### src/rtl/div_if.sv
// Start/busy/done handshake between the EX stage and the iterative divider.
interface div_if #(parameter int WIDTH = 32);
  logic             start;
  logic             is_signed;
  logic [WIDTH-1:0] A;
  logic [WIDTH-1:0] B;
  logic             cancel;
  logic             busy;
  logic             done;
  logic [WIDTH-1:0] quot;
  logic [WIDTH-1:0] rem;

  modport master (output start, is_signed, A, B, cancel,
                  input  busy, done, quot, rem);
  modport slave  (input  start, is_signed, A, B, cancel,
                  output busy, done, quot, rem);
endinterface

### src/rtl/iter_div.sv
// Restoring integer divider, one quotient bit per cycle, signed/unsigned,
// with cancel for pipeline flush. Divide-by-zero returns all ones / dividend.
module iter_div #(
  parameter int WIDTH = 32
) (
  input  logic clk,
  input  logic rst,
  div_if.slave bus
);
  localparam int CW = $clog2(WIDTH + 1);

  localparam logic [1:0] S_IDLE = 2'd0;
  localparam logic [1:0] S_RUN  = 2'd1;
  localparam logic [1:0] S_FIN  = 2'd2;

  logic [1:0]       state;
  logic [WIDTH-1:0] pr;      // partial remainder
  logic [WIDTH-1:0] qr;      // dividend shifting out / quotient shifting in
  logic [WIDTH-1:0] absb;
  logic [CW-1:0]    cnt;
  logic             neg_q, neg_r;
  logic             busy_r, done_r;
  logic [WIDTH-1:0] quot_r, rem_r;

  logic [WIDTH-1:0] abs_a, abs_b;
  logic [WIDTH:0]   sh, trial;

  always_comb begin
    abs_a = (bus.is_signed && bus.A[WIDTH-1]) ? -bus.A : bus.A;
    abs_b = (bus.is_signed && bus.B[WIDTH-1]) ? -bus.B : bus.B;
    sh    = {pr, qr[WIDTH-1]};
    trial = sh - {1'b0, absb};
  end

  always_ff @(posedge clk) begin
    if (rst) begin
      state  <= S_IDLE;
      pr     <= '0;
      qr     <= '0;
      absb   <= '0;
      cnt    <= '0;
      neg_q  <= 1'b0;
      neg_r  <= 1'b0;
      busy_r <= 1'b0;
      done_r <= 1'b0;
      quot_r <= '0;
      rem_r  <= '0;
    end else begin
      done_r <= 1'b0;
      case (state)
        S_IDLE: begin
          if (bus.start) begin
            busy_r <= 1'b1;
            if (bus.B == '0) begin
              // Raw results, no sign fix-up, straight to FIN.
              pr    <= bus.A;
              qr    <= '1;
              neg_q <= 1'b0;
              neg_r <= 1'b0;
              state <= S_FIN;
            end else begin
              pr    <= '0;
              qr    <= abs_a;
              absb  <= abs_b;
              cnt   <= CW'(WIDTH);
              neg_q <= bus.is_signed & (bus.A[WIDTH-1] ^ bus.B[WIDTH-1]);
              neg_r <= bus.is_signed & bus.A[WIDTH-1];
              state <= S_RUN;
            end
          end
        end
        S_RUN: begin
          if (bus.cancel) begin
            busy_r <= 1'b0;
            state  <= S_IDLE;
          end else begin
            // pr < |B| holds every step, so a non-negative trial fits WIDTH bits.
            if (!trial[WIDTH]) begin
              pr <= trial[WIDTH-1:0];
              qr <= {qr[WIDTH-2:0], 1'b1};
            end else begin
              pr <= sh[WIDTH-1:0];
              qr <= {qr[WIDTH-2:0], 1'b0};
            end
            cnt <= cnt - 1'b1;
            if (cnt == CW'(1)) state <= S_FIN;
          end
        end
        S_FIN: begin
          busy_r <= 1'b0;
          state  <= S_IDLE;
          if (!bus.cancel) begin
            quot_r <= neg_q ? -qr : qr;
            rem_r  <= neg_r ? -pr : pr;
            done_r <= 1'b1;
          end
        end
        default: begin
          busy_r <= 1'b0;
          state  <= S_IDLE;
        end
      endcase
    end
  end

  assign bus.busy = busy_r;
  assign bus.done = done_r;
  assign bus.quot = quot_r;
  assign bus.rem  = rem_r;
endmodule
### src/flat_wrapper.sv
// flat-port wrapper written by rule: the top's interface ports become plain ports
module iter_div_flat 
#(
  parameter int WIDTH = 32
)
  (clk, rst, bus_start, bus_is_signed, bus_A, bus_B, bus_cancel, bus_busy, bus_done, bus_quot, bus_rem);
  div_if #(.WIDTH(WIDTH)) bus_i ();
  input  logic clk;
  input  logic rst;
  input wire logic [$bits(bus_i.start)-1:0] bus_start;
  input wire logic [$bits(bus_i.is_signed)-1:0] bus_is_signed;
  input wire logic [$bits(bus_i.A)-1:0] bus_A;
  input wire logic [$bits(bus_i.B)-1:0] bus_B;
  input wire logic [$bits(bus_i.cancel)-1:0] bus_cancel;
  output wire logic [$bits(bus_i.busy)-1:0] bus_busy;
  output wire logic [$bits(bus_i.done)-1:0] bus_done;
  output wire logic [$bits(bus_i.quot)-1:0] bus_quot;
  output wire logic [$bits(bus_i.rem)-1:0] bus_rem;
  assign bus_i.start = bus_start;
  assign bus_i.is_signed = bus_is_signed;
  assign bus_i.A = bus_A;
  assign bus_i.B = bus_B;
  assign bus_i.cancel = bus_cancel;
  assign bus_busy = bus_i.busy;
  assign bus_done = bus_i.done;
  assign bus_quot = bus_i.quot;
  assign bus_rem = bus_i.rem;
  iter_div #(.WIDTH(WIDTH)) u_core (.clk(clk), .rst(rst), .bus(bus_i));
endmodule
### config.mk
export PLATFORM = sky130hd
export DESIGN_NAME = iter_div_flat
export DESIGN_NICKNAME = d
export VERILOG_FILES = /design/src/rtl/div_if.sv /design/src/rtl/iter_div.sv /design/src/flat_wrapper.sv
export SDC_FILE = /design/constraint.sdc
export NUM_CORES = 1
export LEC_CHECK = 0
export BUFFER_PORTS_ARGS = -buffer_cell sky130_fd_sc_hd__buf_4
export CAP_MARGIN = 25
export CELL_PAD_IN_SITES_DETAIL_PLACEMENT = 2
export CELL_PAD_IN_SITES_GLOBAL_PLACEMENT = 2
export CORE_ASPECT_RATIO = 1.2
export CORE_MARGIN = 2
export CORE_UTILIZATION = 35
export DETAILED_ROUTE_END_ITERATION = 8
export PLACE_DENSITY_LB_ADDON = 0.1
export SYNTH_ARGS = -nofsm -noshare
export SYNTH_HDL_FRONTEND = slang
export SYNTH_SLANG_ARGS = --single-unit
### constraint.sdc
create_clock -name clk -period 3.6 [get_ports clk]
set_clock_uncertainty 0.15 [all_clocks]
set_input_delay 0.72 -clock clk [delete_from_list [all_inputs] [get_ports clk]]
set_output_delay 0.72 -clock clk [all_outputs]
set_load 0.1 [all_outputs]
[Yosys cells after proc, flatten, opt, wreduce, memory -nomap -nowiden]
Cells that the tools add are included.
Storage, ports and cells
  output and inout bits: 66
  logic and storage cells: 73
  bits of input ports: 69
  register bits after elaboration: 172
Operators by class
  mux-type cells: 29
  reductions and logical operators: 13
  bitwise operators: 6
  equal/unequal tests: 8
  add/subtract/negate cells: 6
Operators by type and width (number)
  $mux W32: 11
  $neg A32 Y32: 4
  $pmux W32 S2: 2
  $sub A33 B32 Y33: 1
  $logic_not A32 Y1: 1
  $mux W6: 3
  $pmux W6 S2: 1
  $mux W2: 4
  $ne A2 B2 Y1 const B: 4
  $reduce_and A2 Y1: 4
  $eq A6 B1 Y1 const B: 1
  $mux W1: 6
  $reduce_and A3 Y1: 2
  $sub A6 B1 Y6 const B: 1
  $pmux W2 S2: 1
  $reduce_and A4 Y1: 1
  $ne A3 B2 Y1 const B: 1
  $not A1 Y1: 3
  $and A1 B1 Y1: 2
  $eq A2 B1 Y1 const B: 1
  $eq A2 B2 Y1 const B: 1
  $logic_and A1 B1 Y1: 2
  $logic_not A2 Y1: 1
  $pmux W1 S2: 1
  3 further kinds: 3

[Logic depth before layout (Yosys ltp)]
Gate-level depths: netlist of the first run.
  word-level depth: 5
  gate-level depth with buffers: 14
  gate-level depth less buffers: 12

[Worst setup path before layout of the first run]
No wires, ideal clock.
  path kind: reg-to-reg
  start: register u_core.pr[12]
  end: register u_core.pr[3]
  path buffers: 1
  path slack: 0.363 ns
  cell stages (with the launch flop): 12
  period minus slack after synthesis: 3.237 ns
  setup time: 0.133 ns
  arrival: 2.954 ns
  path through: dfxtp_1 -> ha_1 -> buf_2 -> a21o_1 -> a21o_1 -> a221oi_2 -> o211ai_1 -> a211o_2 -> xor2_2 -> mux2_2 -> a221oi_1 -> nor3_1
On the way
  cells in the longest elaborated chain, start to end: 4
Ends and longest elaborated chain
  from (decl): RTL line iter_div.sv:17  | logic [WIDTH-1:0] pr;
  from (signal assigned): RTL line iter_div.sv:56  | pr <= bus.A;
  from (signal assigned): RTL line iter_div.sv:79  | pr <= trial[WIDTH-1:0];
  from (signal assigned): RTL line iter_div.sv:82  | pr <= sh[WIDTH-1:0];
  $sub A33 B32 Y33: RTL line iter_div.sv:32  | trial = sh - {1'b0, absb};
  $mux W32: RTL line iter_div.sv:78  | if (!trial[WIDTH]) begin
  $mux W32: RTL line iter_div.sv:73  | if (bus.cancel) begin
  $pmux W32 S2: RTL line iter_div.sv:50  | case (state)
Every way passes these cells. The select of a mux whose other input is x is not followed.
A chain may end at the register's enable or synchronous reset.

[Final worst setup path of the first run]
  start: register u_core.absb[6]
  end: register u_core.pr[8]
On the way
  cells in the longest elaborated chain, start to end: 4
Ends and longest elaborated chain
  from (decl): RTL line iter_div.sv:19  | logic [WIDTH-1:0] absb;
  from (signal assigned): RTL line iter_div.sv:64  | absb <= abs_b;
  $sub A33 B32 Y33: RTL line iter_div.sv:32
  $mux W32: RTL line iter_div.sv:78
  $mux W32: RTL line iter_div.sv:73
  $pmux W32 S2: RTL line iter_div.sv:50
Every way passes these cells. The select of a mux whose other input is x is not followed.

==> results of run 1 <==
==> report_power, final <==
group          switching, mW  total [mW]  internal [mW]
Clock                  0.855        1.92           1.07
Sequential             0.148        2.18           2.03
Combinational           1.54        2.57           1.03
Total                   2.55        6.67           4.13
==> kinds of logic (layout without fill, tap and decap cells) <==
family / Yosys count / after routing
XOR/XNOR: 152 / 152
multiplexers: 7 / 7
flip-flops: 172 / 172
AND/OR/NAND/NOR: 453 / 453
AO/OA/AOI/OAI: 452 / 452
buffers and inverters: 153 / 331
adder cells (fa/ha/maj): 39 / 39
==> per-stage QoR <==
| stage | worst slack [ns] | total power [mW] |
|---|---|---|
| floorplan | 0.363 | 3.74 |
| global placement | 0.0718 | 4.66 |
| detailed placement | 0.0610 | 4.75 |
| CTS | 0.00302 | 6.71 |
| global route | 0.000273 | 7.04 |
| finish | 0.213 | 6.67 |
==> synth_stat cells (21+ instances only) <==
library cell    n
nor2_1        180
dfxtp_1       172
a21oi_1       132
nand2_1       115
a211oi_1      109
xor2_1         96
clkbuf_1       74
inv_1          59
o21ai_0        58
xnor2_1        54
nor3_1         39
ha_1           38
o31ai_1        29
o221ai_1       24
a31oi_1        23
nand3_1        21
==> routing by layer <==
metal	routed length [um]	global-route usage (%)	share of wire (%)
met5	0	0	0
met4	1160	9.23	2.7
met3	1090	2.79	2.5
met2	22500	49.2	52
met1	18900	31.6	43
==> cell type report <==
type                    count  area [um^2]
fillers                  3541        17500
multi-input cells        1103         7100
flip-flops and latches    172         3440
repair buffers            240         1900
well taps                 401          502
clock buffers              20          457
inverters                  59          221
clock inverters            12          135
==> registers in the layout, indices dropped and copies added (netlist names) <==
name,cells
u_core.bus.busy,1
u_core.pr,32
u_core.bus.done,1
u_core.absb,32
u_core.qr,32
u_core.cnt,6
u_core.neg_q,1
u_core.bus.quot,32
u_core.bus.rem,32
u_core.neg_r,1
u_core.state,2
==> timing repair <==
action                                  CTS  global route
endpoints found under the setup margin    0            11
buffers inserted                          0             0
hold endpoints to repair                  0             0
gates resized for setup                   0             4
==> worst min-delay path, cell delays in order (launching register included) <==
cell and delay, ns:
dfxtp_1 0.31, nand2_1 0.05, a21oi_1 0.05
==> worst max path at each step <==
stage	startpoint	end	depth (start not counted)
6_report	u_core.absb[6]	u_core.pr[8]	13
5_1_grt	u_core.absb[12]	u_core.pr[2]	14
4_1_cts	u_core.absb[9]	u_core.pr[10]	13
3_5_place_dp	bus_B[7]	u_core.pr[25]	10
3_3_place_gp	bus_B[7]	u_core.pr[8]	10
2_1_floorplan	u_core.pr[12]	u_core.pr[3]	11
==> results.yml, run 1 <==
layout:
  final_common_cell: "buf_4"
  n_antenna_cell: 0
  final_cell_mix: "232 x buf_4, 177 x nor2_1, 172 x dfxtp_1, 130 x a21oi_1, 115 x nand2_1"
  final_area_um2: 13800
  final_core_util_pct: 44.0
  syn2layout_area_growth_pct: 23.9
  instances_no_fill: 2007
  final_layout_size_suffix_gt1_share_pct: 19.3
  nets: 1701
setup_path:
  crit_family: "compound AO/OA/AOI/OAI gates"
  cp-end-kind: "flop"
  reg2reg_slack_ns: 0.21
  crit_type: "reg2reg"
  r2r_cells: 13
  rr_endpoint: "u_core.pr[8]"
  critPathMaxFanout: 34
  timing.rr.start: "u_core.absb[6]"
  cp.arrival_ns: 3.58
  start_kind: "flop"
  critPathRequiredTime_ns: 3.79
  path_cells: "inv_1 > ha_1 > o21ai_0 > a2111oi_0 > buf_4 > o2111ai_1 > o211ai_1 > a211o_2 > buf_4 > xnor2_2 > buf_12 > o311a_1 > a211oi_1"
  critPathMaxStageDelay_ns: 0.36
  slowest_stage: "o21ai_0"
  path_buf_inv: 4
  crit_path_frequent_cell: "buf_4"
floorplanning:
  ioPinCount: 135
  die_x_um: 167
  die_area_um2: 33200
  core_area_um2: 31300
  rows: 71
  start_util_pct: 35.5
  die_h_um: 199
synthesis:
  syn_nets: 1536
  ys_types: 70
  synth.mux.area_fraction_pct: 0.654
  yosys_warnings: 0
  synth_area_leaders: "dfxtp_1 31%, xor2_1 7.6%, a211oi_1 7.4%"
  syn_inst: 1428
  synth_area_leader_cell: "dfxtp_1"
  yosysTopAreaCellShare_pct: 31.0
  ys_seq_elements: 172
  syn-cell-area_um2: 11100
  synth_edf_count: 0
  avgSynthCellArea_um2: 7.78
  synthAdderAreaFrac_pct: 4.46
  synth_top_family_by_area: "compound AO/OA/AOI/OAI gates"
  synth_xor_area_share_pct: 12.1
  synth_compound_area_share_pct: 27.2
  synthFlopType: "dfxtp_1"
  synthSimpleGateAreaFrac_pct: 19.0
  ys_seq_area_share_pct: 31.0
  async_flop_share_pct: 0
worst_hold_path:
  worstHoldStart: "u_core.bus.rem[24]"
  min_to: "u_core.bus.rem[24]"
  hold_depth: 2
  hold_path.class: "reg2reg"
clock_tree:
  numCtsBuffers: 17
  cts_root_buffer: "clkbuf_16"
  clk_pin_slew_ns: 0.07
  cts_tree: "yes"
  clk_path_buf_depth: 2
  cts.sinks: 172
  postCtsHoldBufs: 0
  cts_htree_levels: 4
  clk_latency_ns: 0.45
sta:
  relSlewSlack_pct: 49.3
  fin_crit_ns: 3.39
  max_freq_ghz: 0.295
  rsz0062_at_grt: "false"
  period_share_pct: 94.1
  fin_tns_setup_ns: 0
  report.final.slew_viol_count: 0
  finalSetupViolCount: 0
  final_hold_viol_count: 0
  worst_hold_slack_ns: 0.308
  tightest_slew_ns: 0.759
detailed_routing:
  first_pass_iters: 5
  final_antenna_net_count: 0
  drc_errors: 0
  avgViaCountPerCell: 5.76
  routed_wl_um: 43600
  dr.first_iter.drc_count: 403
  post_drt_wl_per_cell_um: 21.7
  num_vias: 11600
grt:
  grt_pass1_vias: 12300
  grt_overflow_total: 0
  grt_start_max_net_pins: 58
  grt_pass1_wl_um: 69500
  antenna_found_initial: 0
  grtUsageTotal_pct: 26.4
placement:
  globalplace.congestion: 0.889
  post-place-cells: 1975
  io_buffers: 134
  placed_area_um2: 13100
  dpl.hpwl_um: 33800
power:
  power_density_nw_per_um2: 485
  leakage_nw: 5.36
  peakVddDrop_mv: 0.331
job:
  cap_violations: 0
status:
  status: "complete, no violations"
No activity file was read; power rests on OpenSTA's default activity.
==> run 2, diff against run 1 <==
--- a/config.mk
+++ b/config.mk
@@ -5,13 +5,14 @@
 export SDC_FILE = /design/constraint.sdc
 export NUM_CORES = 1
 export LEC_CHECK = 0
+export ABC_AREA = 1
 export BUFFER_PORTS_ARGS = -buffer_cell sky130_fd_sc_hd__buf_4
 export CAP_MARGIN = 25
 export CELL_PAD_IN_SITES_DETAIL_PLACEMENT = 2
 export CELL_PAD_IN_SITES_GLOBAL_PLACEMENT = 2
 export CORE_ASPECT_RATIO = 1.2
 export CORE_MARGIN = 2
-export CORE_UTILIZATION = 35
+export CORE_UTILIZATION = 32
 export DETAILED_ROUTE_END_ITERATION = 8
 export PLACE_DENSITY_LB_ADDON = 0.1
 export SYNTH_ARGS = -nofsm -noshare
==> results.yml, run 2 <==
placement:
  io_buffers: 134
  globalplace.congestion: 0.907
  dpl.hpwl_um: 50900
  post-place-cells: 2863
  place_ws_ns: 0.414
floorplanning:
  die_x_um: 190
  ioPinCount: 135
  die_area_um2: 43300
  start_util_pct: 32.6
  die_h_um: 228
  core_area_um2: 40900
  rows: 81
synthesis:
  synthFlopType: "dfxtp_1"
  syn-cell-area_um2: 13300
  yosys-top-cells-count: "592 x nand2_1, 412 x inv_1, 174 x nor2_1"
  syn_nets: 2352
  yosysTopAreaCellShare_pct: 25.8
  synth_area_leaders: "dfxtp_1 26%, nand2_1 17%, inv_1 12%"
  ys_seq_elements: 172
  synth_edf_count: 0
  synth_area_leader_cell: "dfxtp_1"
  ys_seq_area_share_pct: 25.8
  async_flop_share_pct: 0
  syn_inst: 2244
  yosysMostFrequentCell: "nand2_1"
  avgSynthCellArea_um2: 5.94
  ys_types: 47
  yosys_warnings: 0
detailed_routing:
  post_drt_wl_per_cell_um: 21.6
  routed_wl_um: 62500
  dr.first_iter.drc_count: 705
  drc_errors: 0
  first_pass_iters: 5
  num_vias: 15200
  final_antenna_net_count: 0
  avgViaCountPerCell: 5.24
layout:
  fill_cells: 5219
  final_layout_size_suffix_gt1_share_pct: 10.5
  final_common_cell: "nand2_1"
  instances_no_fill: 2895
  syn2layout_area_growth_pct: 16.4
  n_antenna_cell: 0
  nets: 2451
  final_cell_mix: "592 x nand2_1, 412 x inv_1, 174 x nor2_1, 172 x dfxtp_1, 165 x o21ai_0"
setup_path:
  slowest_stage: "nand2_2"
  crit_family: "simple AND/OR/NAND/NOR gates"
  start_kind: "flop"
  r2r_cells: 17
  cp.arrival_ns: 3.27
  crit_type: "reg2reg"
  critPathMaxStageDelay_ns: 0.46
  cp-end-kind: "flop"
  path_cells: "inv_1 > ha_1 > fa_1 > inv_1 > nand3_1 > nand2_1 > nand2_1 > nand2_2 > nand2_1 > nand2_2 > nand2_2 > nand2_2 > nand2_1 > nand2_2 > nand2_1 > nand3_1 > a21oi_1"
  critPathRequiredTime_ns: 3.80
  rr_endpoint: "u_core.pr[13]"
  critPathMaxFanout: 28
  reg2reg_slack_ns: 0.53
  path_buf_inv: 2
  timing.rr.start: "u_core.qr[31]"
clock_tree:
  cts_tree: "yes"
  postCtsHoldBufs: 0
  ctsResizeCount: 0
  clk_path_buf_depth: 2
  clk_pin_slew_ns: 0.07
  cts_root_buffer: "clkbuf_16"
  cts_htree_levels: 4
  cts_setup_buffers: 0
  cts.sinks: 172
  numCtsBuffers: 17
  clk_latency_ns: 0.47
sta:
  finalSetupViolCount: 0
  setup_ws_ns: 0.525
  period_share_pct: 85.4
  rsz0062_at_grt: "false"
  final_hold_viol_count: 0
  fin_crit_ns: 3.07
  max_freq_ghz: 0.325
  relSlewSlack_pct: 42.9
  fin_tns_setup_ns: 0
  tightest_slew_ns: 0.857
  report.final.slew_viol_count: 0
job:
  cap_violations: 0
worst_hold_path:
  worstHoldStart: "u_core.absb[31]"
  hold_depth: 2
  min_to: "u_core.absb[31]"
  hold_path.class: "reg2reg"
grt:
  grt_pass1_wl_um: 95100
  grtUsageTotal_pct: 29.1
  grt_start_max_net_pins: 113
  grt_pass1_vias: 16600
  antenna_found_initial: 0
  grt_overflow_total: 0
power:
  leakage_nw: 7.96
  power_density_nw_per_um2: 456
  peakVddDrop_mv: 0.378
status:
  status: "complete, no violations"
-- run 2: worst max-delay path by stage --
stage                          endpoint          start  slack (ns)  depth (start not counted)
after global placement     u_core.pr[1]       bus_B[0]        0.50                         13
final                     u_core.pr[13]  u_core.qr[31]        0.53                         17
after floorplan            u_core.qr[0]  u_core.qr[31]        1.14                         18
after global routing       u_core.pr[2]  u_core.qr[31]        0.23                         17
after CTS                  u_core.qr[0]  u_core.qr[31]        0.49                         17
after detailed placement  u_core.qr[22]       bus_B[0]        0.41                         13
-- run 2: final cells by class --
class | count | area (um^2) | area share [%]
Inverter | 420 | 1580 | 10.2
Clock buffer | 18 | 439 | 2.83
Clock inverter | 14 | 151 | 0.975
Sequential cell | 172 | 3440 | 22.2
Timing Repair Buffer | 165 | 1290 | 8.30
Tap cell | 539 | 674 | 4.34
Multi-Input combinational cell | 1567 | 7950 | 51.2
-- run 2: power by group --
| part | internal [mW] | leakage (nW) | total [mW] | switching (mW) |
|---|---|---|---|---|
| clock | 0.998 | 0.282 | 1.93 | 0.931 |
| sequential | 2.04 | 1.41 | 2.24 | 0.202 |
| combinational | 0.871 | 6.27 | 2.92 | 2.05 |
| total | 3.90 | 7.96 | 7.09 | 3.18 |
-- run 2: tightest hold or removal path, stage by stage (launching register included) --
cell	delay (ns)
dfxtp_1	0.32
nand2_1	0.06
a21oi_1	0.05
-- run 2: logic make-up (layout without fill, tap and decap cells) --
group / Yosys count / count (layout) / share of synthesized area [%]
flip-flops: 172 / 172 / 25.8
XOR/XNOR: 84 / 84 / 5.52
AND/OR/NAND/NOR: 999 / 999 / 31.3
adder cells (fa/ha/maj): 39 / 39 / 3.71
AO/OA/AOI/OAI: 445 / 445 / 19.0
buffers and inverters: 505 / 617 / 14.7
-- run 2: through the flow --
stage | power, mW | cell area (um^2) | hold WS [ns] | util, %
2_1_floorplan | 4.12 | 13300 | 0.282 | -
3_3_place_gp | 5.09 | 14900 | 0.319 | 36.5
3_5_place_dp | 5.19 | 14900 | 0.334 | 36.5
4_1_cts | 7.15 | 15500 | 0.336 | 37.9
5_1_grt | 7.56 | 15500 | 0.371 | 37.9
6_report | 7.09 | 15500 | 0.330 | 37.9
-- run 2: metal layers --
layer,wire (um),GRT usage [%],part of all wire [%],up-vias
li1,-,-,-,7283
met1,24400,30.8,39,7500
met2,32500,55.3,52,260
met3,1440,3.07,2.3,132
met4,4040,17.9,6.5,0
met5,0,0,0,-
==> run 3, diff against run 2 <==
--- a/config.mk
+++ b/config.mk
@@ -6,15 +6,16 @@
 export NUM_CORES = 1
 export LEC_CHECK = 0
 export ABC_AREA = 1
+export ABC_CLOCK_PERIOD_IN_PS = 3600
 export BUFFER_PORTS_ARGS = -buffer_cell sky130_fd_sc_hd__buf_4
 export CAP_MARGIN = 25
 export CELL_PAD_IN_SITES_DETAIL_PLACEMENT = 2
 export CELL_PAD_IN_SITES_GLOBAL_PLACEMENT = 2
 export CORE_ASPECT_RATIO = 1.2
-export CORE_MARGIN = 2
 export CORE_UTILIZATION = 32
 export DETAILED_ROUTE_END_ITERATION = 8
 export PLACE_DENSITY_LB_ADDON = 0.1
+export RECOVER_POWER = 50
 export SYNTH_ARGS = -nofsm -noshare
 export SYNTH_HDL_FRONTEND = slang
 export SYNTH_SLANG_ARGS = --single-unit
==> results.yml, run 3 (synthesized netlist as in run 2, its figures left out) <==
grt:
  grt_overflow_total: 0
  antenna_found_initial: 0
  grt_pass1_wl_um: 93600
  grt_start_max_net_pins: 113
  grt_pass1_vias: 16200
  grtUsageTotal_pct: 29.1
floorplanning:
  ioPinCount: 135
  die_area_um2: 42500
  die_h_um: 226
  start_util_pct: 32.6
  rows: 81
  core_area_um2: 40900
  die_x_um: 188
power:
  peakVddDrop_mv: 0.373
  power_density_nw_per_um2: 465
  power_mw: 7.06
  leakage_nw: 7.65
placement:
  dpl.hpwl_um: 49700
  placed_area_um2: 14900
  post-place-cells: 2856
  globalplace.congestion: 0.901
  place_ws_ns: 0.401
  io_buffers: 134
sta:
  fin_crit_ns: 3.25
  period_share_pct: 90.4
  tightest_slew_ns: 1.88
  rsz0062_at_grt: "false"
  setup_ws_ns: 0.346
  report.final.slew_viol_count: 113
  max_freq_ghz: 0.307
  fin_tns_setup_ns: 0
  relSlewSlack_pct: -25.2
  final_hold_viol_count: 0
  worst_hold_slack_ns: 0.334
  finalSetupViolCount: 0
clock_tree:
  clk_path_buf_depth: 2
  cts_htree_levels: 4
  numCtsBuffers: 17
  cts.sinks: 172
  clk_latency_ns: 0.47
  clk_pin_slew_ns: 0.08
  postCtsHoldBufs: 0
  cts_setup_buffers: 0
  ctsResizeCount: 0
  cts_root_buffer: "clkbuf_16"
  cts_tree: "yes"
layout:
  final_layout_size_suffix_gt1_share_pct: 7.36
  final_area_um2: 15200
  final_core_util_pct: 37.1
  instances_no_fill: 2888
  final_common_cell: "nand2_1"
  nets: 2444
  final_cell_mix: "592 x nand2_1, 412 x inv_1, 175 x nor2_1, 172 x dfxtp_1, 165 x o21ai_0"
  n_antenna_cell: 0
  fill_cells: 5284
  syn2layout_area_growth_pct: 13.8
setup_path:
  cp-end-kind: "flop"
  critPathMaxFanout: 112
  crit_type: "reg2reg"
  start_kind: "flop"
  cp.arrival_ns: 3.47
  critPathRequiredTime_ns: 3.82
detailed_routing:
  post_drt_wl_per_cell_um: 21.2
  routed_wl_um: 61200
  final_antenna_net_count: 0
  num_vias: 15100
  drc_errors: 0
  dr.first_iter.drc_count: 727
  first_pass_iters: 5
  avgViaCountPerCell: 5.24
worst_hold_path:
  hold_path.class: "reg2reg"
job:
  cap_violations: 1
status:
  violations: "capacitance limit, slew limit"
  status: "finished with violations"
run 3: cell count changes in the layout (fill, tap and decap cells not counted), sizes merged:
cell | before | now
buf | 165 | 90
bufinv | 1 | 0
inv | 425 | 427
clkinvlp | 3 | 0
clkbuf | 18 | 85
clkinv | 5 | 8
run 3: layout make-up:
type                            count  area [um^2]  share of cell area, %
Inverter                          420         1580                   10.4
Sequential cell                   172         3440                   22.7
Clock buffer                       17          425                   2.80
Timing Repair Buffer              158          943                   6.21
Multi-Input combinational cell   1567         7930                   52.2
Tap cell                          539          674                   4.44
Clock inverter                     15          186                   1.23
run 3: path summary, 6_finish.rpt:
check	endpoint	depth (start not counted)	start	slack [ns]
setup / recovery	u_core.bus.quot[21]	6	u_core.state[1]	0.35
hold / removal	u_core.absb[31]	2	u_core.absb[31]	0.33
setup reg to reg	u_core.bus.quot[21]	6	u_core.state[1]	0.35
hold reg to reg	u_core.absb[31]	2	u_core.absb[31]	0.33
run 3: where the power goes:
group / leakage [nW] / switching, mW / total [mW] / internal [mW]
combinational: 5.94 / 2.03 / 2.86 / 0.834
sequential: 1.41 / 0.201 / 2.24 / 2.03
clock: 0.298 / 1.02 / 1.97 / 0.950
run 3: worst max-delay path: stages, from the launching register on:
cell	delay, ns
dfxtp_1	0.41
inv_1	0.07
nor3_1	0.39
buf_2	1.42
nand3_1	0.45
nand2_1	0.17
inv_1	0.05
run 3: metal layers:
| layer | global-route usage, % | vias to the layer above | share of wire [%] |
|---|---|---|---|
| met4 | 17.9 | 0 | 6.2 |
| met3 | 2.55 | 99 | 2.1 |
| met2 | 55.1 | 215 | 52 |
| met1 | 31.1 | 7527 | 40 |
| met5 | 0 | - | 0 |
| li1 | - | 7296 | - |
